## src/rtl/mcm_rx_frame_coord.sv

```systemverilog
// MCM answer-receive coordinator: arms on iRQ, synchronises iVal and issues one frame-RAM write per byte.
// Define MCM_COORD_BANK_EN for ping-pong banking (oAddr MSB selects the bank).
module mcm_rx_frame_coord #(
  parameter int FRAME_LEN   = 144,
  parameter int ADDR_W      = 8,
  parameter int BASE_ADDR   = 0,
  parameter int TIMEOUT_CYC = 65535,
  parameter int SYNC_STAGES = 3,
  localparam int CNT_W      = $clog2(FRAME_LEN + 1)
) (
  input  logic              clk,
  input  logic              reset,
  input  logic              iRQ,
  input  logic              iVal,
  output logic [ADDR_W-1:0] oAddr,
  output logic              oWrEn,
  output logic [CNT_W-1:0]  oByteCnt,
  output logic              oBusy,
  output logic              oDone,
  output logic              oTimeout,
  output logic              oOverrun,
  output logic              oBank
);

  typedef enum logic [2:0] {IDLE, ARMED, RECV, DONE, TOUT} state_t;

  state_t                 state;
  logic [SYNC_STAGES-1:0] syncQ;
  logic                   rise;
  logic                   fall;
  logic                   inByte;
  logic                   active;
  logic                   tmoHit;
  logic                   lastCommit;
  logic [ADDR_W-1:0]      startAddr;
  logic [ADDR_W-1:0]      incAddr;

  always_ff @(posedge clk or negedge reset) begin
    if (!reset) syncQ <= '0;
    else        syncQ <= {syncQ[SYNC_STAGES-2:0], iVal};
  end

  assign rise       = syncQ[SYNC_STAGES-2] & ~syncQ[SYNC_STAGES-1];
  assign fall       = ~syncQ[SYNC_STAGES-2] & syncQ[SYNC_STAGES-1];
  assign active     = (state == ARMED) || (state == RECV);
  assign lastCommit = active && !iRQ && !tmoHit && fall && inByte &&
                      (oByteCnt == CNT_W'(FRAME_LEN - 1));

`ifdef MCM_COORD_BANK_EN
  localparam int OFS_W = ADDR_W - 1;
  localparam logic [ADDR_W-1:0] RST_ADDR = {1'b0, OFS_W'(BASE_ADDR)};
  logic fillBank;

  // Offsets wrap inside the bank; the bank bit is only changed by a restart.
  assign startAddr = {fillBank, OFS_W'(BASE_ADDR)};
  assign incAddr   = {oAddr[ADDR_W-1], oAddr[OFS_W-1:0] + OFS_W'(1)};

  always_ff @(posedge clk or negedge reset) begin
    if (!reset) begin
      fillBank <= 1'b0;
      oBank    <= 1'b0;
    end else if (lastCommit) begin
      oBank    <= fillBank;
      fillBank <= ~fillBank;
    end
  end
`else
  localparam logic [ADDR_W-1:0] RST_ADDR = ADDR_W'(BASE_ADDR);
  assign startAddr = RST_ADDR;
  assign incAddr   = oAddr + ADDR_W'(1);
  assign oBank     = 1'b0;
`endif

  generate
    if (TIMEOUT_CYC > 0) begin : g_tmo
      localparam int TW = $clog2(TIMEOUT_CYC + 1);
      logic [TW-1:0] tmoCnt;

      always_ff @(posedge clk or negedge reset) begin
        if (!reset)                               tmoCnt <= '0;
        else if (iRQ || rise || fall || !active)  tmoCnt <= '0;
        else                                      tmoCnt <= tmoCnt + TW'(1);
      end

      assign tmoHit = active && !iRQ && !rise && !fall && (tmoCnt == TW'(TIMEOUT_CYC - 1));
    end else begin : g_noTmo
      assign tmoHit = 1'b0;
    end
  endgenerate

  always_ff @(posedge clk or negedge reset) begin
    if (!reset) begin
      state    <= IDLE;
      inByte   <= 1'b0;
      oAddr    <= RST_ADDR;
      oWrEn    <= 1'b0;
      oByteCnt <= '0;
      oBusy    <= 1'b0;
      oDone    <= 1'b0;
      oTimeout <= 1'b0;
      oOverrun <= 1'b0;
    end else begin
      oWrEn <= 1'b0;
      if (iRQ) begin
        // Restart wins over any edge seen in the same cycle.
        state    <= ARMED;
        inByte   <= 1'b0;
        oAddr    <= startAddr;
        oByteCnt <= '0;
        oBusy    <= 1'b1;
        oDone    <= 1'b0;
        oTimeout <= 1'b0;
        oOverrun <= 1'b0;
      end else begin
        // The write cycle itself presents the old address; advance afterwards.
        if (oWrEn) begin
          oAddr    <= incAddr;
          oByteCnt <= oByteCnt + CNT_W'(1);
          if (state == DONE) begin
            oDone <= 1'b1;
            oBusy <= 1'b0;
          end
        end
        if (rise)      inByte <= 1'b1;
        else if (fall) inByte <= 1'b0;
        case (state)
          ARMED, RECV: begin
            if (tmoHit) begin
              state    <= TOUT;
              oTimeout <= 1'b1;
              oBusy    <= 1'b0;
            end else if (rise) begin
              state <= RECV;
            end else if (fall && inByte) begin
              oWrEn <= 1'b1;
              if (lastCommit) state <= DONE;
            end
          end
          DONE:    if (rise) oOverrun <= 1'b1;
          default: ;
        endcase
      end
    end
  end

endmodule
```

## config.mk

```make
export PLATFORM = sky130hd
export DESIGN_NAME = mcm_rx_frame_coord
export DESIGN_NICKNAME = d
export VERILOG_FILES = /design/src/rtl/mcm_rx_frame_coord.sv
export SDC_FILE = /design/constraint.sdc
export NUM_CORES = 1
export LEC_CHECK = 0
export ABC_AREA = 1
export BUFFER_PORTS_ARGS = -buffer_cell sky130_fd_sc_hd__buf_4
export CAP_MARGIN = 0
export CORE_MARGIN = 2
export CORE_UTILIZATION = 24
export CTS_CLUSTER_DIAMETER = 40
export DETAILED_ROUTE_END_ITERATION = 6
export GPL_ROUTABILITY_DRIVEN = 0
export PLACE_DENSITY_LB_ADDON = 0.15
export RECOVER_POWER = 100
export SLEW_MARGIN = 0
export SYNTH_ARGS = -nofsm -noshare
export SYNTH_HDL_FRONTEND = slang
export SYNTH_SLANG_ARGS = --single-unit
```

## constraint.sdc

```tcl
create_clock -name clk -period 1.5 [get_ports clk]
set_input_delay 0.15 -clock clk [delete_from_list [all_inputs] [get_ports clk]]
set_output_delay 0.15 -clock clk [all_outputs]
set_load 0.02 [all_outputs]
```

==> metrics.md, run 1 <==
| Metric | Value |
|---|---|
| Rel. slew slack | roughly a third |
| Pwr Density | approximately 900 nW/µm² |
| Iteration-0 DRC count of the detailed router | 38 |
| CP max FO | 7 |
| Clock skew | roughly 12 ps |
| Clock Pin Slew Worst Setup and Hold Paths | 90 ps |
| Vias | between 1.5k and 2k |
| Buffers added on ports | 24 |
| Clk_lat worst skew | around 300 ps |
| Slowest-stage cell, CP | dfrtp_1 |
| Unrepaired setup endpoints after global routing | true |
| Post-Synth XOR/XNOR Area | 0.790% |
| Synth Area per Inst | between 8 and 9 µm² |
| Layout cells sized above 1 | around 22% |
| WP data required | approximately 1700 ps |
| Initial Util | approximately a quarter |
| Combinational family with the most area after synthesis | simple AND/OR/NAND/NOR gates |
| Clock Tree Root | clkbuf_8 |
| Cts bufs inserted | 5 |
| Critical Path AT | approximately 1600 ps |
| Peak Freq | 706 MHz |
| Crit Path Category | flip-flop to flip-flop |
| Synth area leader | dfrtp_1 |
| Routed WL per cell | roughly 12 µm |
| Final min period | 1420 ps |
| Tot GR Track Use | under 10% |
| Worst R2R End | g_tmo.tmoCnt[10]$_DFF_PN0_ |
| Clock sink total | 44 |
| Reg-to-reg slack, setup | 80 ps |
| Die Area | 10,000 µm² |
| Number of global-route vias before repair | about 1.7k |
| CP Launch Type | flip-flop |
| Fin nets | about 310 |
| Drt pass-1 iters | 4 |
| Static Leakage | 1.22 nW |
| Hpwl dp | between 3000 and 4000 µm |
| Die Y | 100 µm |
| Hold WS | between 100 and 150 ps |
| Die W | approximately 100 µm |
| Syn nets | between 200 and 300 |
| Pin count of the biggest net entering global routing | 45 |
| Sequential fraction of the synthesis area | 49.7% |
| Worst VDD drop | 0.329 mV |
| Endpoint type of the worst setup path | flip-flop |
| I/O Pins | 26 |
| Cell Area, Synth | approximately 2200 µm² |
| Hold Crit Start | iRQ |
| Core area | about 9100 µm² |
| Final ANT Viol Nets | 0 |
| DR vias/cell | approximately 4.3 |
| Multiplexer share of the synthesized area | 0% |
| R2R Path Start | g_tmo.tmoCnt[0]$_DFF_PN0_ |
| Setup violators final | 0 |
| Measured slew at the worst slew-check pin | 1020 ps |
| Status | finished, final reports clean |
| Filler Cell Count | approximately 1k |
| CTS tree | yes |
| # rows | 35 |
| Post-Synth Simple-Gate Area | 28.7% |
| Most common cell after layout, fill and taps aside | nand2_1 |
| First-pass GRT wire length | 7920 µm |
| Hold WC Path Type | input port to flip-flop |
| H-tree depth | 2 |
| Worst-case clock buffer depth | 2 |
| Post-synth top area share | 49.7% |
| Post-synthesis sequential element count | 44 |
| DRC | 0 |
| Most frequent cells in the layout | nand2_1 (50), dfrtp_1 (44), inv_1 (30) |
| Synth warn | 0 |
| Hold Path Depth | 2 |
| Worst Hold Path EP | oDone$_DFFE_PN0P_ |
| Final Core Density | between 20% and 30% |
| WL final | approximately 4700 µm |
| FF-to-FF path depth | 7 |
| Tcrit/Tclk final | between 90% and 100% |
| Syn Inst Count | between 200 and 300 |
| Yosys cell types | 34 |
| Crit-path max cell delay | between 400 and 500 ps |
| Max Cap Viol | 0 |
| Final Hold Fails | 0 |
| Antenna Cells | 0 |
| Initial antenna violation count | 0 |
| Area Overhead vs Synth | 21.6% |
| Cell chain of the critical path | ha_2, nand2_1, nor2_2, buf_4, nand3_1, o21ai_0, a21oi_2 |
| Final Max Tran Viols | 0 |
| Area contributors post-synth | dfrtp_1 (50%), nand2_1 (8.6%), nor2_1 (5.4%), inv_1 (5.1%), a21oi_1 (5.0%) |
| Adder-Cell Fraction of Synth Area | ~2.3% |
| Grt total ovfl | 0 |
| Area fraction in compound gates after synthesis | 10.9% |
worst max-delay path, delay by kind of cell (launching register included):
kind	cells	cell delay (ps)
DFF	1	410
adders and majority gates	1	200
AOI/OAI and AO/OA	2	290
and+or+nand+nor	3	250
buffers and inverters	1	150
layout make-up:
type / count / area, µm² / area share [%]
sequential: 44 / 1100 / 40.8
multi-input combinational: 181 / 977 / 36.2
timing repair buffer: 33 / 235 / 8.72
tap: 111 / 139 / 5.15
inverter: 32 / 123 / 4.55
clock buffer: 6 / 82.6 / 3.06
clock inverter: 2 / 38.8 / 1.44
cells in the mapped netlist:
library cell	n
a211oi_1	2
a21boi_1	1
a21o_1	1
a21oi_1	22
a22o_1	1
a31o_2	1
a31oi_1	1
buf_2	2
buf_4	3
buf_6	1
conb_1	1
dfrtp_1	44
ha_1	4
inv_1	30
inv_2	1
inv_4	1
nand2_1	51
nand2_2	5
nand2_4	1
nand3_1	19
nand3_2	1
nand3_4	1
nand4_1	1
nor2_1	32
nor2_2	3
nor2_4	6
nor3_1	7
nor3_2	1
nor3_4	1
o21ai_0	14
o21bai_1	1
or2_1	1
xnor2_1	1
xor2_1	1
metrics by stage:
step	power (mW)	worst slack, ps	cell area, µm²	TNS, ps	std cells
CTS	2.47	88.5	2690	0	409
global placement	1.47	138	2540	0	399
global route	2.54	-12.8	2700	-18.7	409
finish	2.43	82.7	2700	0	409
detailed placement	1.47	127	2540	0	399
floorplan	1.39	145	2220	0	263
metal layers:
layer  part of all wire, %  global-route usage (%)  vias up
met5                     0                       0        -
met4                  0.99                    3.16        0
met3                   3.7                    2.51        4
met2                    46                    16.7       25
met1                    49                    12.6      820
li1                      -                       -      908
worst max path at each step:
stage | startpoint | end | slack (ps) | cells past startpoint
finish | g_tmo.tmoCnt[0]$_DFF_PN0_ | g_tmo.tmoCnt[10]$_DFF_PN0_ | 80 | 7
global route | oByteCnt[0]$_DFFE_PN0P_ | oByteCnt[6]$_DFFE_PN0P_ | -10 | 7
CTS | oByteCnt[0]$_DFFE_PN0P_ | oByteCnt[6]$_DFFE_PN0P_ | 90 | 7
detailed placement | oByteCnt[0]$_DFFE_PN0P_ | oByteCnt[6]$_DFFE_PN0P_ | 130 | 7
global placement | oByteCnt[0]$_DFFE_PN0P_ | oByteCnt[6]$_DFFE_PN0P_ | 140 | 7
floorplan | oByteCnt[0]$_DFFE_PN0P_ | oByteCnt[6]$_DFFE_PN0P_ | 140 | 7
report_power, final:
group	leakage [nW]	internal (mW)	total (mW)	switching, mW
Sequential	0.597	1.21	1.24	0.0265
Clock	0.0614	0.545	0.978	0.433
Combinational	0.561	0.0748	0.214	0.139
Total	1.22	1.83	2.43	0.598
state kept, by name, summed over array words and instances (netlist names):
signal        flops
g_tmo.tmoCnt     16
oAddr             8
oByteCnt          8
state             3
syncQ             3
inByte            1
oBusy             1
oDone             1
oOverrun          1
oTimeout          1
oWrEn             1
timing repair:
| action | 4_1_cts | 5_1_grt |
|---|---|---|
| hold buffers | 2 | 0 |
| setup endpoints to repair | 0 | 7 |
| buffers inserted | 0 | 0 |
| endpoints found under the hold margin | 45 | 0 |
| gates resized for setup | 0 | 10 |
logic make-up (layout without fill, tap and decap cells):
group,Yosys count,after routing
buf+inv,38,73
xor+xnor,2,2
flops,44,44
fa+ha+maj,4,4
other cells,1,1
simple gates,130,130
compound gates,44,44
No activity file was read; power rests on OpenSTA's default activity.
==> run 2, diff against run 1 <==
ABC_AREA = not set   (was 1)
==> run 2 against run 1 <==
Effect of this change:
- synthesized cell count down 24%
- final cell count down 12%
- maximum frequency down 2.9%
- non-clock buffer count up 23
- sequential share of layout area up 1.5 points
- largest cell class unchanged
- largest power group unchanged
==> metrics.md, run 2 <==
| Metric | Value |
|---|---|
| Status | finished, final reports clean |
| First-pass GRT wire length | approximately 8000 µm |
| Worst-case clock buffer depth | 2 |
| Yosys cell types | 34 |
| Routed WL per cell | 12.6 µm |
| Tcrit/Tclk final | between 90 and 100% |
| Final non-filler cell total | 361 |
| Initial antenna violation count | 0 |
| Clock skew | 8.95 ps |
| Grt total ovfl | 0 |
| Most common cell in the netlist | dfrtp_1 |
| Reg-to-reg slack, setup | about 40 ps |
| Vias | between 1.5k and 2k |
| Hold WS | 84.6 ps |
| Syn Inst Count | between 150 and 200 |
| Initial Util | about 25% |
| DRC | 0 |
| Endpoint type of the worst setup path | flip-flop |
| # rows | 33 |
| Post-synth top area share | 54.1% |
| Pwr Density | 870 nW/µm² |
| I/O Pins | 26 |
| Iteration-0 DRC count of the detailed router | 33 |
| Top cells by instance count after synthesis | dfrtp_1 (44), nor2_1 (29), xor2_1 (16) |
| Register with the most flip-flops | g_tmo.tmoCnt |
| Hold WC Path Type | input port to flip-flop |
| Crit Path Category | flip-flop to flip-flop |
| Clock sink total | 44 |
| Die Area | 9240 µm² |
| Cts bufs inserted | 5 |
| Die Y | 96.1 µm |
| CP Launch Type | flip-flop |
| Final Hold Fails | 0 |
| FF+latch area | 1100 µm² |
| H-tree depth | 2 |
| Synth Area per Inst | roughly 10 µm² |
| Fin area | ~2600 µm² |
| Pre-CTS setup slack | -2.33 ps |
| Clock Pin Slew Worst Setup and Hold Paths | ~90 ps |
| Cell Area, Synth | roughly 2000 µm² |
| Buffers added on ports | 24 |
| Drt pass-1 iters | 3 |
| Unrepaired setup endpoints after global routing | true |
| Post-synth EDFFs | 0 |
| Layout cells sized above 1 | between 10% and 20% |
| Tot GR Track Use | a little over a tenth |
| Multi-input gate area | ~900 µm² |
| Placed cells | 350 |
| Static Leakage | roughly 1.1 nW |
| Measured slew at the worst slew-check pin | 1010 ps |
| Clk_lat worst skew | 300 ps |
| Final min period | 1460 ps |
| Antenna Cells | 0 |
| Worst VDD drop | roughly 0.44 mV |
| Synth area leader | dfrtp_1 |
| Biggest regs | g_tmo.tmoCnt x16, oAddr x8, oByteCnt x8 |
| WL final | between 4000 and 5000 µm |
| WP data required | between 1500 and 2000 ps |
| Most common cell after layout, fill and taps aside | dfrtp_1 |
| Most frequent cells in the layout | dfrtp_1 (44), nor2_1 (29), buf_4 (27) |
| Clock Tree Root | clkbuf_8 |
| Syn nets | 207 |
| Number of global-route vias before repair | 1,638 |
| Die W | around 96 µm |
| Synth async-reset ratio | 100% |
| Area Overhead vs Synth | 27.8% |
| Area contributors post-synth | dfrtp_1 (54%), xor2_1 (6.9%), nor2_1 (5.3%), nand4_1 (2.8%), xnor2_1 (2.6%) |
| Placed cell area | 2530 µm² |
| Rel. slew slack | about a third |
| Core area | approximately 8200 µm² |
| Max FFs per register | 16 |
| Fin nets | about 260 |
| CP max FO | 5 |
| CTS tree | yes |
| Peak Freq | slightly below 700 MHz |
| Hpwl dp | ~3200 µm |
| Filler Cell Count | approximately 860 |
| Critical Path AT | roughly 1700 ps |
| Ys flop type | dfrtp_1 |
| Post-synthesis sequential element count | 44 |
| Pin count of the biggest net entering global routing | 45 |
| Final Max Tran Viols | 0 |
| Final ANT Viol Nets | 0 |
| Final worst setup slack | approximately 40 ps |
| Max Cap Viol | 0 |
| DR vias/cell | between 4 and 5 |
| Sequential fraction of the synthesis area | 54.1% |
| Synth warn | 0 |
| Setup violators final | 0 |
run 2: changes by cell type in the layout (fill, tap and decap cells not counted), sizes merged, moves of 10 or more:
cell	change
a21oi	-14
nand2	-45
xor2	+15
nand3	-10
clkbuf	+21
nor2	-12
inv	-27
run 2: final cells by class:
type                            instances  share of cell area, %
Clock buffer                            6                   2.79
Clock inverter                          2                   1.35
Inverter                                5                  0.721
Multi-Input combinational cell        143                   35.0
Sequential cell                        44                   42.3
Tap cell                              105                   5.05
Timing Repair Buffer                   56                   12.8
run 2: power by group:
group	total [mW]	internal [mW]	switching [mW]	leakage (nW)
Clock	0.901	0.495	0.406	0.0552
Sequential	1.22	1.20	0.0139	0.596
Combinational	0.150	0.0539	0.0963	0.475
run 2: worst paths after layout:
| kind | from | endpoint | depth (start not counted) |
|---|---|---|---|
| hold / removal | iRQ | oDone$_DFFE_PN0P_ | 2 |
| setup reg to reg | g_tmo.tmoCnt[7]$_DFF_PN0_ | state[1]$_DFFE_PN0P_ | 4 |
| max in group asynchronous | reset | g_tmo.tmoCnt[5]$_DFF_PN0_ | 2 |
| hold reg to reg | syncQ[0]$_DFF_PN0_ | syncQ[1]$_DFF_PN0_ | 0 |
| setup / recovery | g_tmo.tmoCnt[7]$_DFF_PN0_ | state[1]$_DFFE_PN0P_ | 4 |
| min in group asynchronous | reset | oByteCnt[7]$_DFFE_PN0P_ | 2 |
run 2: kinds of logic (layout without fill, tap and decap cells):
family | count (synthesis) | after routing | synth area share (%)
other | 1 | 1 | 0.184
muxes | 2 | 2 | 0.983
AOI/OAI and AO/OA | 26 | 26 | 7.56
adders and majority gates | 4 | 4 | 2.46
and+or+nand+nor | 88 | 88 | 22.7
xor gates and xnor gates | 22 | 22 | 9.46
buffers and inverters | 12 | 69 | 2.58
DFF | 44 | 44 | 54.1
run 2: critical path, stage by stage (launching register included):
cell	delay, ps
dfrtp_1	390
and2_2	240
and4_1	220
and3_1	230
nor4_2	280
run 2: routing by layer:
metal / vias up / track usage, % / part of all wire, %
li1: 806 / - / -
met1: 779 / 14.3 / 48
met2: 26 / 17.5 / 46
met3: 8 / 2.66 / 4.9
met4: 0 / 4.29 / 1.6
met5: - / 0 / 0
run 2: timing repair:
action                                  in CTS  in global routing
resized for setup                            3                  6
gates cloned                                 0                  0
hold endpoints to repair                    45                  0
pin swaps                                    1                  7
buffers inserted                             0                  1
hold buffers                                 2                  0
endpoints found under the setup margin       2                  9
run 2: stage by stage:
stage          total power [mW]  utilization (%)  setup TNS (ps)
3_5_place_dp               1.39             30.8           -2.33
2_1_floorplan              1.31                -               0
5_1_grt                    2.37             31.7            -102
6_report                   2.27             31.7               0
3_3_place_gp               1.39             30.8            -104
4_1_cts                    2.32             32.6               0
==> run 3, diff against run 2 <==
CTS_BUF_LIST = sky130_fd_sc_hd__clkbuf_16   (was not set)
==> run 3 against run 2 <==
Effect of this change:
- highest routed layer unchanged
- combinational power is 8% higher
- critical path type unchanged
- sequential share of layout area is 1.4 points lower
- largest cell class unchanged
- setup slack better by 55 ps
- via count is 0.86% higher
==> metrics.md, run 3 (synthesis gave the netlist of run 2 again) <==
| Metric | Value |
|---|---|
| Status | finished, final reports clean |
| Iteration-0 DRC count of the detailed router | 61 |
| Fin nets | approximately 260 |
| CP max FO | 4 |
| Pwr Density | ~960 nW/µm² |
| Total negative slack | 0 ps |
| Crit Path Category | flip-flop to flip-flop |
| Measured slew at the worst slew-check pin | slightly above 1000 ps |
| Most frequent cells in the layout | dfrtp_1 (44), nor2_1 (29), buf_4 (28) |
| Fin area | 2690 µm² |
| Area Overhead vs Synth | 32.2% |
| Final ANT Viol Nets | 0 |
| Core area | around 8200 µm² |
| Hpwl dp | between 3000 and 4000 µm |
| Cts bufs inserted | 5 |
| Die Area | 9240 µm² |
| Peak Freq | about 710 MHz |
| Drt pass-1 iters | 4 |
| Number of global-route vias before repair | approximately 1.6k |
| I/O Pins | 26 |
| Routed WL per cell | 12.6 µm |
| Die Y | between 90 and 100 µm |
| # rows | 33 |
| Clock sink total | 44 |
| WL final | 4540 µm |
| Hold WC Path Type | input port to flip-flop |
| Final Max Tran Viols | 0 |
| Worst-case clock buffer depth | 2 |
| Rel. slew slack | 32.7% |
| First-pass GRT wire length | a little under 8000 µm |
| Endpoint type of the worst setup path | flip-flop |
| Unrepaired setup endpoints after global routing | false |
| Grt total ovfl | 0 |
| Pin count of the biggest net entering global routing | 45 |
| Worst VDD drop | between 0.4 and 0.5 mV |
| Buffers added on ports | 24 |
| Die W | roughly 96 µm |
| H-tree depth | 2 |
| Vias | about 1.6k |
| Clock Pin Slew Worst Setup and Hold Paths | around 60 ps |
| Setup violators final | 0 |
| Tcrit/Tclk final | 93.7% |
| Layout cells sized above 1 | 19.9% |
| Register with the most flip-flops | g_tmo.tmoCnt |
| Max FFs per register | 16 |
| Placed cell area | about 2500 µm² |
| Static Leakage | between 1 and 1.5 nW |
| Tot GR Track Use | 11.0% |
| Most common cell after layout, fill and taps aside | dfrtp_1 |
| Clk_lat worst skew | between 200 and 300 ps |
| DR vias/cell | between 4 and 5 |
| Initial Util | around a quarter |
| Antenna Cells | 0 |
| WP data required | about 1700 ps |
| CTS tree | yes |
| Max Cap Viol | 0 |
| Initial antenna violation count | 0 |
| Final min period | roughly 1400 ps |
| Filler Cell Count | 854 |
| Biggest regs | g_tmo.tmoCnt x16, oAddr x8, oByteCnt x8 |
| Clock Tree Root | clkbuf_16 |
| Clock skew | a little over 6 ps |
| DRC | 0 |
| Critical Path AT | approximately 1600 ps |
| CP Launch Type | flip-flop |
| Final Hold Fails | 0 |
==> run 3: cell types whose count changed in the layout (fill, tap and decap cells not counted), sizes merged <==
cell | previous run | this run
buf | 28 | 29
clkbuf | 32 | 30
inv | 5 | 6
==> run 3: final cells by class <==
class                           instances  area [µm²]  area share (%)
Inverter                                5        18.8           0.697
Clock inverter                          3        38.8            1.44
Timing Repair Buffer                   56         338            12.5
Clock buffer                            5         125            4.65
Sequential cell                        44        1100            40.9
Multi-Input combinational cell        143         940            34.9
Tap cell                              105         131            4.88
==> run 3: worst max-delay path, stage by stage (launching register included) <==
cell and delay, ps:
dfrtp_1 420, xnor2_2 220, nand4_2 140, or4_1 490, nand2_1 80
==> run 3: what timing repair did <==
action,in CTS,in global routing
endpoints found under the setup margin,2,9
endpoints found under the hold margin,45,0
pin swaps,1,6
resized for setup,3,11
buffers inserted,0,1
hold buffers,2,0
==> run 3: report_power, final <==
group	internal [mW]	switching, mW
sequential	1.20	0.0144
clock	0.776	0.437
combinational	0.0591	0.103
==> run 3: stage by stage <==
step           setup WS [ps]  util [%]  total power, mW  hold slack (ps)  cells
3_5_place_dp           -2.33      30.8             1.39              201    350
2_1_floorplan           43.6         -             1.31             -146    199
4_1_cts                 13.1      33.3             2.64              103    360
3_3_place_gp            -104      30.8             1.39              196    350
6_report                94.7      32.8             2.59              123    361
5_1_grt                 4.25      32.8             2.71              134    361
==> run 3: path summary, 6_finish.rpt <==
check                                             end  slack (ps)  depth (start not counted)          startpoint
max                        g_tmo.tmoCnt[11]$_DFF_PN0_          90                          4  syncQ[2]$_DFF_PN0_
min                                 oDone$_DFFE_PN0P_         120                          2                 iRQ
max reg2reg                g_tmo.tmoCnt[11]$_DFF_PN0_          90                          4  syncQ[2]$_DFF_PN0_
min reg2reg                        syncQ[1]$_DFF_PN0_         350                          0  syncQ[0]$_DFF_PN0_
max in group asynchronous   g_tmo.tmoCnt[5]$_DFF_PN0_         290                          2               reset
min in group asynchronous     oByteCnt[7]$_DFFE_PN0P_         580                          2               reset
==> run 3: metal layers <==
layer / GRT usage [%] / vias up / routed length [µm]
li1: - / 812 / -
met1: 14.4 / 788 / 2180
met2: 17.3 / 26 / 2050
met3: 2.90 / 7 / 230
met4: 4.29 / 0 / 76
met5: 0 / - / 0
